**config.mk**
```make
export PLATFORM = sky130hd
export DESIGN_NAME = dual_issue_scheduler
export DESIGN_NICKNAME = d
export VERILOG_FILES = /design/src/rtl/dual_issue_scheduler.sv
export SDC_FILE = /design/constraint.sdc
export NUM_CORES = 1
export LEC_CHECK = 0
export BUFFER_PORTS_ARGS = -buffer_cell sky130_fd_sc_hd__buf_2
export CORE_MARGIN = 2
export CORE_UTILIZATION = 51
export DETAILED_ROUTE_END_ITERATION = 8
export GPL_ROUTABILITY_DRIVEN = 1
export PLACE_DENSITY = 0.78
export SLEW_MARGIN = 30
export SYNTH_ARGS = -nofsm -noshare
export SYNTH_HDL_FRONTEND = slang
export SYNTH_SLANG_ARGS = --single-unit
```
**constraint.sdc**
```tcl
create_clock -name clk -period 2.5 [get_ports clk]
set_clock_uncertainty 0.1 [all_clocks]
set_input_delay 0.25 -clock clk [delete_from_list [all_inputs] [get_ports clk]]
set_output_delay 0.25 -clock clk [all_outputs]
set_load 0.02 [all_outputs]
```
**src/rtl/dual_issue_scheduler.sv**
```systemverilog
`timescale 1ns/1ps
// dual_issue_scheduler
// Issue controller between IF/ID and ID/EX for a two-lane pipeline.
// Each cycle it issues both lanes, issues lane 1 and leaves lane 2 pending,
// issues the pending lane 2, or stalls. It also keeps saturating
// performance counters for stalls, split pairs and dual issues.
module dual_issue_scheduler #(
  parameter int CNT_W = 16
) (
  input  logic             clk,
  input  logic             rst_n,
  input  logic             in_valid,
  input  logic             in_valid_2,
  output logic             in_ready,
  input  logic [4:0]       rs1_1,
  input  logic [4:0]       rs2_1,
  input  logic [4:0]       rd_1,
  input  logic             we_1,
  input  logic             mem_1,
  input  logic             br_1,
  input  logic [4:0]       rs1_2,
  input  logic [4:0]       rs2_2,
  input  logic [4:0]       rd_2,
  input  logic             we_2,
  input  logic             mem_2,
  input  logic [4:0]       ex_rd_1,
  input  logic [4:0]       ex_rd_2,
  input  logic             ex_load_1,
  input  logic             ex_load_2,
  input  logic             ex_hold,
  input  logic             flush,
  output logic             iss_1,
  output logic             iss_2,
  output logic [CNT_W-1:0] stall_cnt,
  output logic [CNT_W-1:0] split_cnt,
  output logic [CNT_W-1:0] dual_cnt
);

  // S_HALF means lane 1 of the current pair is already in ID/EX.
  typedef enum logic {
    S_PAIR = 1'b0,
    S_HALF = 1'b1
  } state_t;

  state_t state;
  state_t state_next;

  logic haz_1;
  logic haz_2;
  logic raw;
  logic split;
  logic stall_inc;
  logic split_inc;
  logic dual_inc;

  // Lane-2 destination never creates a hazard: lane 2 is younger, so WAW
  // is resolved by forwarding priority rather than by the scheduler.
  logic unused_lane2_dest;
  assign unused_lane2_dest = ^{rd_2, we_2};

  // A source register that an in-flight load in ID/EX has not produced yet.
  function automatic logic lu(input logic [4:0] rs,
                              input logic [4:0] erd1, input logic el1,
                              input logic [4:0] erd2, input logic el2);
    return (rs != 5'd0) && (((rs == erd1) && el1) || ((rs == erd2) && el2));
  endfunction

  assign haz_1 = lu(rs1_1, ex_rd_1, ex_load_1, ex_rd_2, ex_load_2) |
                 lu(rs2_1, ex_rd_1, ex_load_1, ex_rd_2, ex_load_2);
  assign haz_2 = lu(rs1_2, ex_rd_1, ex_load_1, ex_rd_2, ex_load_2) |
                 lu(rs2_2, ex_rd_1, ex_load_1, ex_rd_2, ex_load_2);
  assign raw   = we_1 && (rd_1 != 5'd0) && ((rs1_2 == rd_1) || (rs2_2 == rd_1));
  assign split = raw | (mem_1 & mem_2) | br_1;

  // Issue decision and next state; flush beats hold beats normal issue.
  always_comb begin
    iss_1      = 1'b0;
    iss_2      = 1'b0;
    in_ready   = 1'b0;
    state_next = state;
    stall_inc  = 1'b0;
    split_inc  = 1'b0;
    dual_inc   = 1'b0;
    if (!rst_n) begin
      state_next = S_PAIR;
    end else if (flush) begin
      in_ready   = 1'b1;
      state_next = S_PAIR;
    end else if (ex_hold) begin
      state_next = state;
    end else begin
      case (state)
        S_PAIR: begin
          if (in_valid) begin
            if (haz_1) begin
              stall_inc = 1'b1;
            end else if (!in_valid_2) begin
              iss_1    = 1'b1;
              in_ready = 1'b1;
            end else if (split | haz_2) begin
              iss_1      = 1'b1;
              state_next = S_HALF;
              split_inc  = 1'b1;
            end else begin
              iss_1    = 1'b1;
              iss_2    = 1'b1;
              in_ready = 1'b1;
              dual_inc = 1'b1;
            end
          end
        end
        S_HALF: begin
          if (in_valid) begin
            if (haz_2) begin
              stall_inc = 1'b1;
            end else begin
              iss_2      = 1'b1;
              in_ready   = 1'b1;
              state_next = S_PAIR;
            end
          end
        end
        default: state_next = S_PAIR;
      endcase
    end
  end

  // State register.
  always_ff @(posedge clk or negedge rst_n) begin
    if (!rst_n) state <= S_PAIR;
    else        state <= state_next;
  end

  logic [2:0]       inc;
  logic [CNT_W-1:0] cnt [0:2];

  assign inc = {dual_inc, split_inc, stall_inc};

  genvar gi;
  generate
    for (gi = 0; gi < 3; gi++) begin : g_cnt
      // Saturating event counter: sticks at all-ones.
      always_ff @(posedge clk or negedge rst_n) begin
        if (!rst_n)
          cnt[gi] <= '0;
        else if (inc[gi] && (cnt[gi] != {CNT_W{1'b1}}))
          cnt[gi] <= cnt[gi] + CNT_W'(1);
      end
    end
  endgenerate

  assign stall_cnt = cnt[0];
  assign split_cnt = cnt[1];
  assign dual_cnt  = cnt[2];

endmodule
```
# --- Word-level counts from Yosys, hierarchy flattened ---
# Index checks and enable logic that the tools add are counted.
classes:
  addsub: 3
  muxes: 48
  reduce_logical: 27
  bitwise_logic: 7
  eq_ne: 14
op_table:
  columns: ["cell", "n"]
  rows:
  - ["$eq 5x5->1", 10]
  - ["$add 16x1->16 const B", 3]
  - ["$ne 16x16->1 const B", 3]
  - ["$mux 1", 44]
  - ["$reduce_bool 5->1", 5]
  - ["$logic_and 1x1->1", 17]
  - ["$pmux 1 s2", 4]
  - ["$logic_or 1x1->1", 5]
  - ["$or 1x1->1", 5]
  - ["$ne 3x2->1 const B", 1]
  - ["$and 1x1->1", 1]
  - ["$not 1->1", 1]
totals:
  word_cells: 103
  ff_bits: 49
  out_inout_bits: 51
  input_bits: 53

# --- Depth between registers and ports, before layout ---
logic_depth:
  ltp_word: 15
  depth_mapped: 9
  ltp_nobuf: 7

# --- Least setup slack after synthesis ---
# OpenSTA, ideal clock, no wires.
synth_timing:
  kind: "input to register"
  start: "input port rs1_1[1]"
  end: "register cnt, in the netlist split_cnt[10]"
  setup_slack_ns: 0.058
  arrival_time_ns: 2.212
  required_ns: 2.270
  setup_ns: 0.130
  n_path_buf: 1
  path_stages: 8
  path_cell_list: "or4_1 > o211ai_1 > o22ai_1 > or3b_1 > a211oi_2 > buf_6 > nand4_1 > xnor2_1"
synth_between:
  elab_chain_len: 12
  word_cells_on_any_way: 15
  classes_between: "eq/ne (2); mux (6); bitwise (1); reduce/logical (6)"
synth_rtl:
  columns: ["element", "line_no", "text"]
  rows:
  - ["from (decl)", "15", "input logic [4:0] rs1_1,"]
  - ["$eq 5x5->1", "65", "return (rs != 5'd0) && (((rs == erd1) && el1) || ((rs == erd2) && el2));"]
  - ["$logic_and 1x1->1", "65", null]
  - ["$logic_or 1x1->1", "65", null]
  - ["$logic_and 1x1->1 (*)", "65", null]
  - ["$or 1x1->1 (*)", "68", "assign haz_1 = lu(rs1_1, ex_rd_1, ex_load_1, ex_rd_2, ex_load_2) |"]
  - ["$mux 1 (*)", "95", "if (haz_1) begin"]
  - ["$mux 1 (*)", "94", "if (in_valid) begin"]
  - ["$mux 1 (*)", "92", "case (state)"]
  - ["$mux 1 (*)", "89", "end else if (ex_hold) begin"]
  - ["$mux 1 (*)", "86", "end else if (flush) begin"]
  - ["$mux 1 (*)", "84", "if (!rst_n) begin"]
  - ["$logic_and 1x1->1 (*)", "146", "else if (inc[gi] && (cnt[gi] != {CNT_W{1'b1}}))"]
  - ["to (signal, indexed assignment)", "147", "cnt[gi] <= cnt[gi] + CNT_W'(1);"]
  - ["to (decl)", "135", "logic [CNT_W-1:0] cnt [0:2];"]
# Every way passes the cells marked *; elsewhere a longest branch is shown, timed or not.
# A chain may end at the register's enable or synchronous reset.

# --- Worst setup path in the final report ---
layout_timing:
  start: "input port rs2_1[1]"
  end: "output port in_ready"
layout_between:
  elab_chain_len: 11
  word_cells_on_any_way: 14
  classes_between: "eq/ne (2); mux (6); bitwise (1); reduce/logical (5)"
layout_rtl:
  columns: ["element", "line_no", "text"]
  rows:
  - ["from (decl)", "16", "input logic [4:0] rs2_1,"]
  - ["$eq 5x5->1", "65", null]
  - ["$logic_and 1x1->1", "65", null]
  - ["$logic_or 1x1->1", "65", null]
  - ["$logic_and 1x1->1 (*)", "65", null]
  - ["$or 1x1->1 (*)", "68", null]
  - ["$mux 1 (*)", "95", null]
  - ["$mux 1 (*)", "94", null]
  - ["$pmux 1 s2 (*)", "92", null]
  - ["$mux 1 (*)", "89", null]
  - ["$mux 1 (*)", "86", null]
  - ["$mux 1 (*)", "84", null]
  - ["to (decl)", "14", "output logic in_ready,"]
# Marks and branches as above.

==> summary.txt <==
Synthesis
  • Synth Area in Compound Gates: 7.050%
  • Top-count cell post-synth: xnor2_1
  • Async SR Flop Fraction: 100.0%
  • Syn Area/Cell: 9.990 µm²
  • EDFF count, synth: 0
  • Yosys warnings: 0
  • Synth area leader: dfrtp_1
  • Synth cell count leaders: xnor2_1, dfrtp_1, nand3_1, nand2_1, nand4_1
  • Synth top area cells: dfrtp_1, xnor2_1, xor2_1, nand4_1, nand3_1
  • Xor and xnor fraction of the mapped netlist area: 25.09%
  • #FFs+latches synth: 49
  • Main synth FF type: dfrtp_1
  • Largest family of logic cells by synthesized area: XOR/XNOR gates
  • Syn Inst Count: 318
  • Post-Synth Simple-Gate Area: 22.41%
  • Mux contribution to synthesized area: 2.127%
  • Sequential area share after synthesis: 38.60%
  • Mapped Nets: 374
  • Distinct cells, synth: 45
  • Mapped cell area: 3177 µm²
  • Synth Area in Adders: 1.182%
  • Top-area cell type share of the netlist area: 38.60%

Cells and area
  • Layout Utilization: 70.02%
  • Non-filler instance count after layout: 522
  • Post-route cell area: 4170 µm²
  • ANT cells: 0
  • Final net count: 502
  • Layout cells sized above 1: 39.37%
  • P&R area growth vs syn: 31.27%

Clocking
  • Root buffer cell: clkbuf_8
  • CTS tree: yes
  • TritonCTS buffer count: 5
  • Worst-case clock buffer depth: 2
  • H-tree level count: 2
  • Clk slew on worst S/H paths: 0.10 ns
  • Hold Buf Count CTS: 0
  • Num Clock Sinks: 49
  • Clock insertion delay at the later pin of the skew report: 0.31 ns

Drt
  • Wirelength, routed: 7989 µm
  • Drt drc: 0
  • Via/cell ratio: 5.460
  • Routed WL per cell: 15.30 µm
  • Initial drt markers: 120
  • DR vias: 2850
  • Detail Route Antenna Nets: 0
  • DR pass1 iterations: 4

Power
  • Total chip power: 1.772 mW
  • Leakage Power: 1.957 nW
  • Maximum vdd drop: 0.3256 mV
  • PwrDens: 424.9 nW/µm²

Die
  • DIE WIDTH: 82.93 µm
  • Rows: 28
  • Height of the die: 82.93 µm
  • Initial Util: 53.34%
  • Core area: 5956 µm²
  • Die area: 6877 µm²
  • Boundary pin count: 104

Outcome
  • Violated checks: hold timing
  • Status: finished with violations

Setup path
  • CP max stage delay: 0.56 ns
  • Worst Setup Start Kind: input port
  • Crit path required time: 2.15 ns
  • WP data arrival: 2.10 ns
  • Worst-path maximum fanout: 3
  • Slowest cell on the critical path: or4_1
  • Crit end category: output port
  • CP Cell Sequence: buf_2, or4_1, o211ai_1, o22ai_2, nor2_2, buf_4, nand2_1, a21o_1, a21oi_2, buf_6
  • CP Class: in2out

Global route
  • Largest net degree at the start of global routing: 52
  • Initial antenna violation count: 0
  • Number of global-route vias before repair: 2870
  • First-pass GRT wire length: 13140 µm
  • Gr usage total: 22.69%
  • Grt total ovfl: 0

Worst hold path
  • Worst Hold Class: in2async

Placed design
  • GPL Wtd Cong: 0.8999
  • Dpl hpwl: 6067 µm
  • Number of port buffers: 97
  • Placed cell areas: 3970 µm²
  • DP Cell Count: 511

STA
  • Worst-Margin Slew: 0.6318 ns
  • Max Fclk: 0.4080 GHz
  • Tcrit/Tclk final: 98.05%
  • Fin crit period: 2.451 ns
  • Final hold vios: 49
  • Sum Neg Setup Slack: 0 ns
  • Slew HR: 57.88%
  • Max Transition Viols Final: 0
  • Worst hold margin: -0.01972 ns
  • Final setup fails: 0

Flow run
  • Total of max-cap violations: 0
==> cells by family after synthesis <==
kind of cell	count (synthesis)
and+or+nand+nor	116
xor gates and xnor gates	91
DFF	49
AOI/OAI and AO/OA	27
buffers and inverters	26
muxes	6
adders and majority gates	3
==> worst max-delay path, delay by kind of cell <==
family	cells	cell delay [ns]
buffers and inverters	3	0.39
AO/OA/AOI/OAI	4	0.68
AND/OR/NAND/NOR	3	0.79
==> per-layer routing <==
| metal | vias to the layer above | wire length [µm] | part of all wire [%] | global-route usage, % |
|---|---|---|---|---|
| met5 | - | 0 | 0 | 0 |
| met4 | 0 | 152 | 1.9 | 7.154 |
| met3 | 14 | 345 | 4.3 | 4.473 |
| met2 | 70 | 3944 | 49 | 38.05 |
| met1 | 1397 | 3546 | 44 | 29.62 |
| li1 | 1369 | - | - | - |
==> power breakdown <==
part           internal [mW]  switching (mW)  total (mW)
sequential             0.827          0.0401       0.867
combinational          0.191           0.215       0.406
clock                  0.204           0.295       0.499
==> sequential cells by signal, indices dropped and copies added (netlist names) <==
name	flops
split_cnt	16
dual_cnt	16
stall_cnt	16
state	1
==> cell usage in the layout (no fill, tap or decap), drive strengths merged, types with 2 or more instances in the layout <==
cell type and count:
buf 140, xnor2 77, dfrtp 49, nand3 22
nand2 20, nand4 20, xor2 14, and3 10
nor3 9, o211ai 8, inv 8, mux2 6
nor2 6, nor4 6, clkbuf 5, or4 5
o22ai 5, and4 4, and2 4, ha 3
a21oi 3, nor4b 2, clkinvlp 2, a211oi 2
nor3b 2, o21ai 2, a2111oi 2
==> final timing paths <==
check                           cells past startpoint                     start  slack, ns                  endpoint
worst max-delay path                               10                  rs2_1[1]       0.05                  in_ready
worst min-delay path                                2                     rst_n      -0.02  split_cnt[8]$_DFFE_PN0P_
worst max register to register                      7  stall_cnt[3]$_DFFE_PN0P_       0.26  stall_cnt[1]$_DFFE_PN0P_
worst min register to register                      1  split_cnt[5]$_DFFE_PN0P_       0.39  split_cnt[5]$_DFFE_PN0P_
max in group asynchronous                           2                     rst_n       1.90   dual_cnt[8]$_DFFE_PN0P_
min in group clk                                    2                     flush       0.05         state$_DFFE_PN0P_
==> timing repair <==
action,CTS,global route
setup buffers,2,1
gates resized for setup,1,17
cloned,0,0
hold endpoints to repair,0,0
pin swaps,3,12
setup endpoints to repair,2,13
==> layout make-up <==
cell class,count,area (µm²)
Clock inverter,3,26.28
Inverter,7,26.28
Tap cell,75,93.84
Multi-Input combinational cell,243,1893
Sequential cell,49,1226
Clock buffer,5,68.82
Timing Repair Buffer,140,835.8
Fill cell,461,1785
==> through the flow <==
step | setup WS [ns] | hold WS [ns]
final | 0.04873 | -0.01972
after global routing | -0.01651 | 0.02665
after CTS | 0.008302 | 0.0006430
after detailed placement | -0.1882 | 0.3378
after global placement | -0.1387 | 0.3253
after floorplan | 0.05812 | -0.1456
Power figures use the tool's default switching activity.
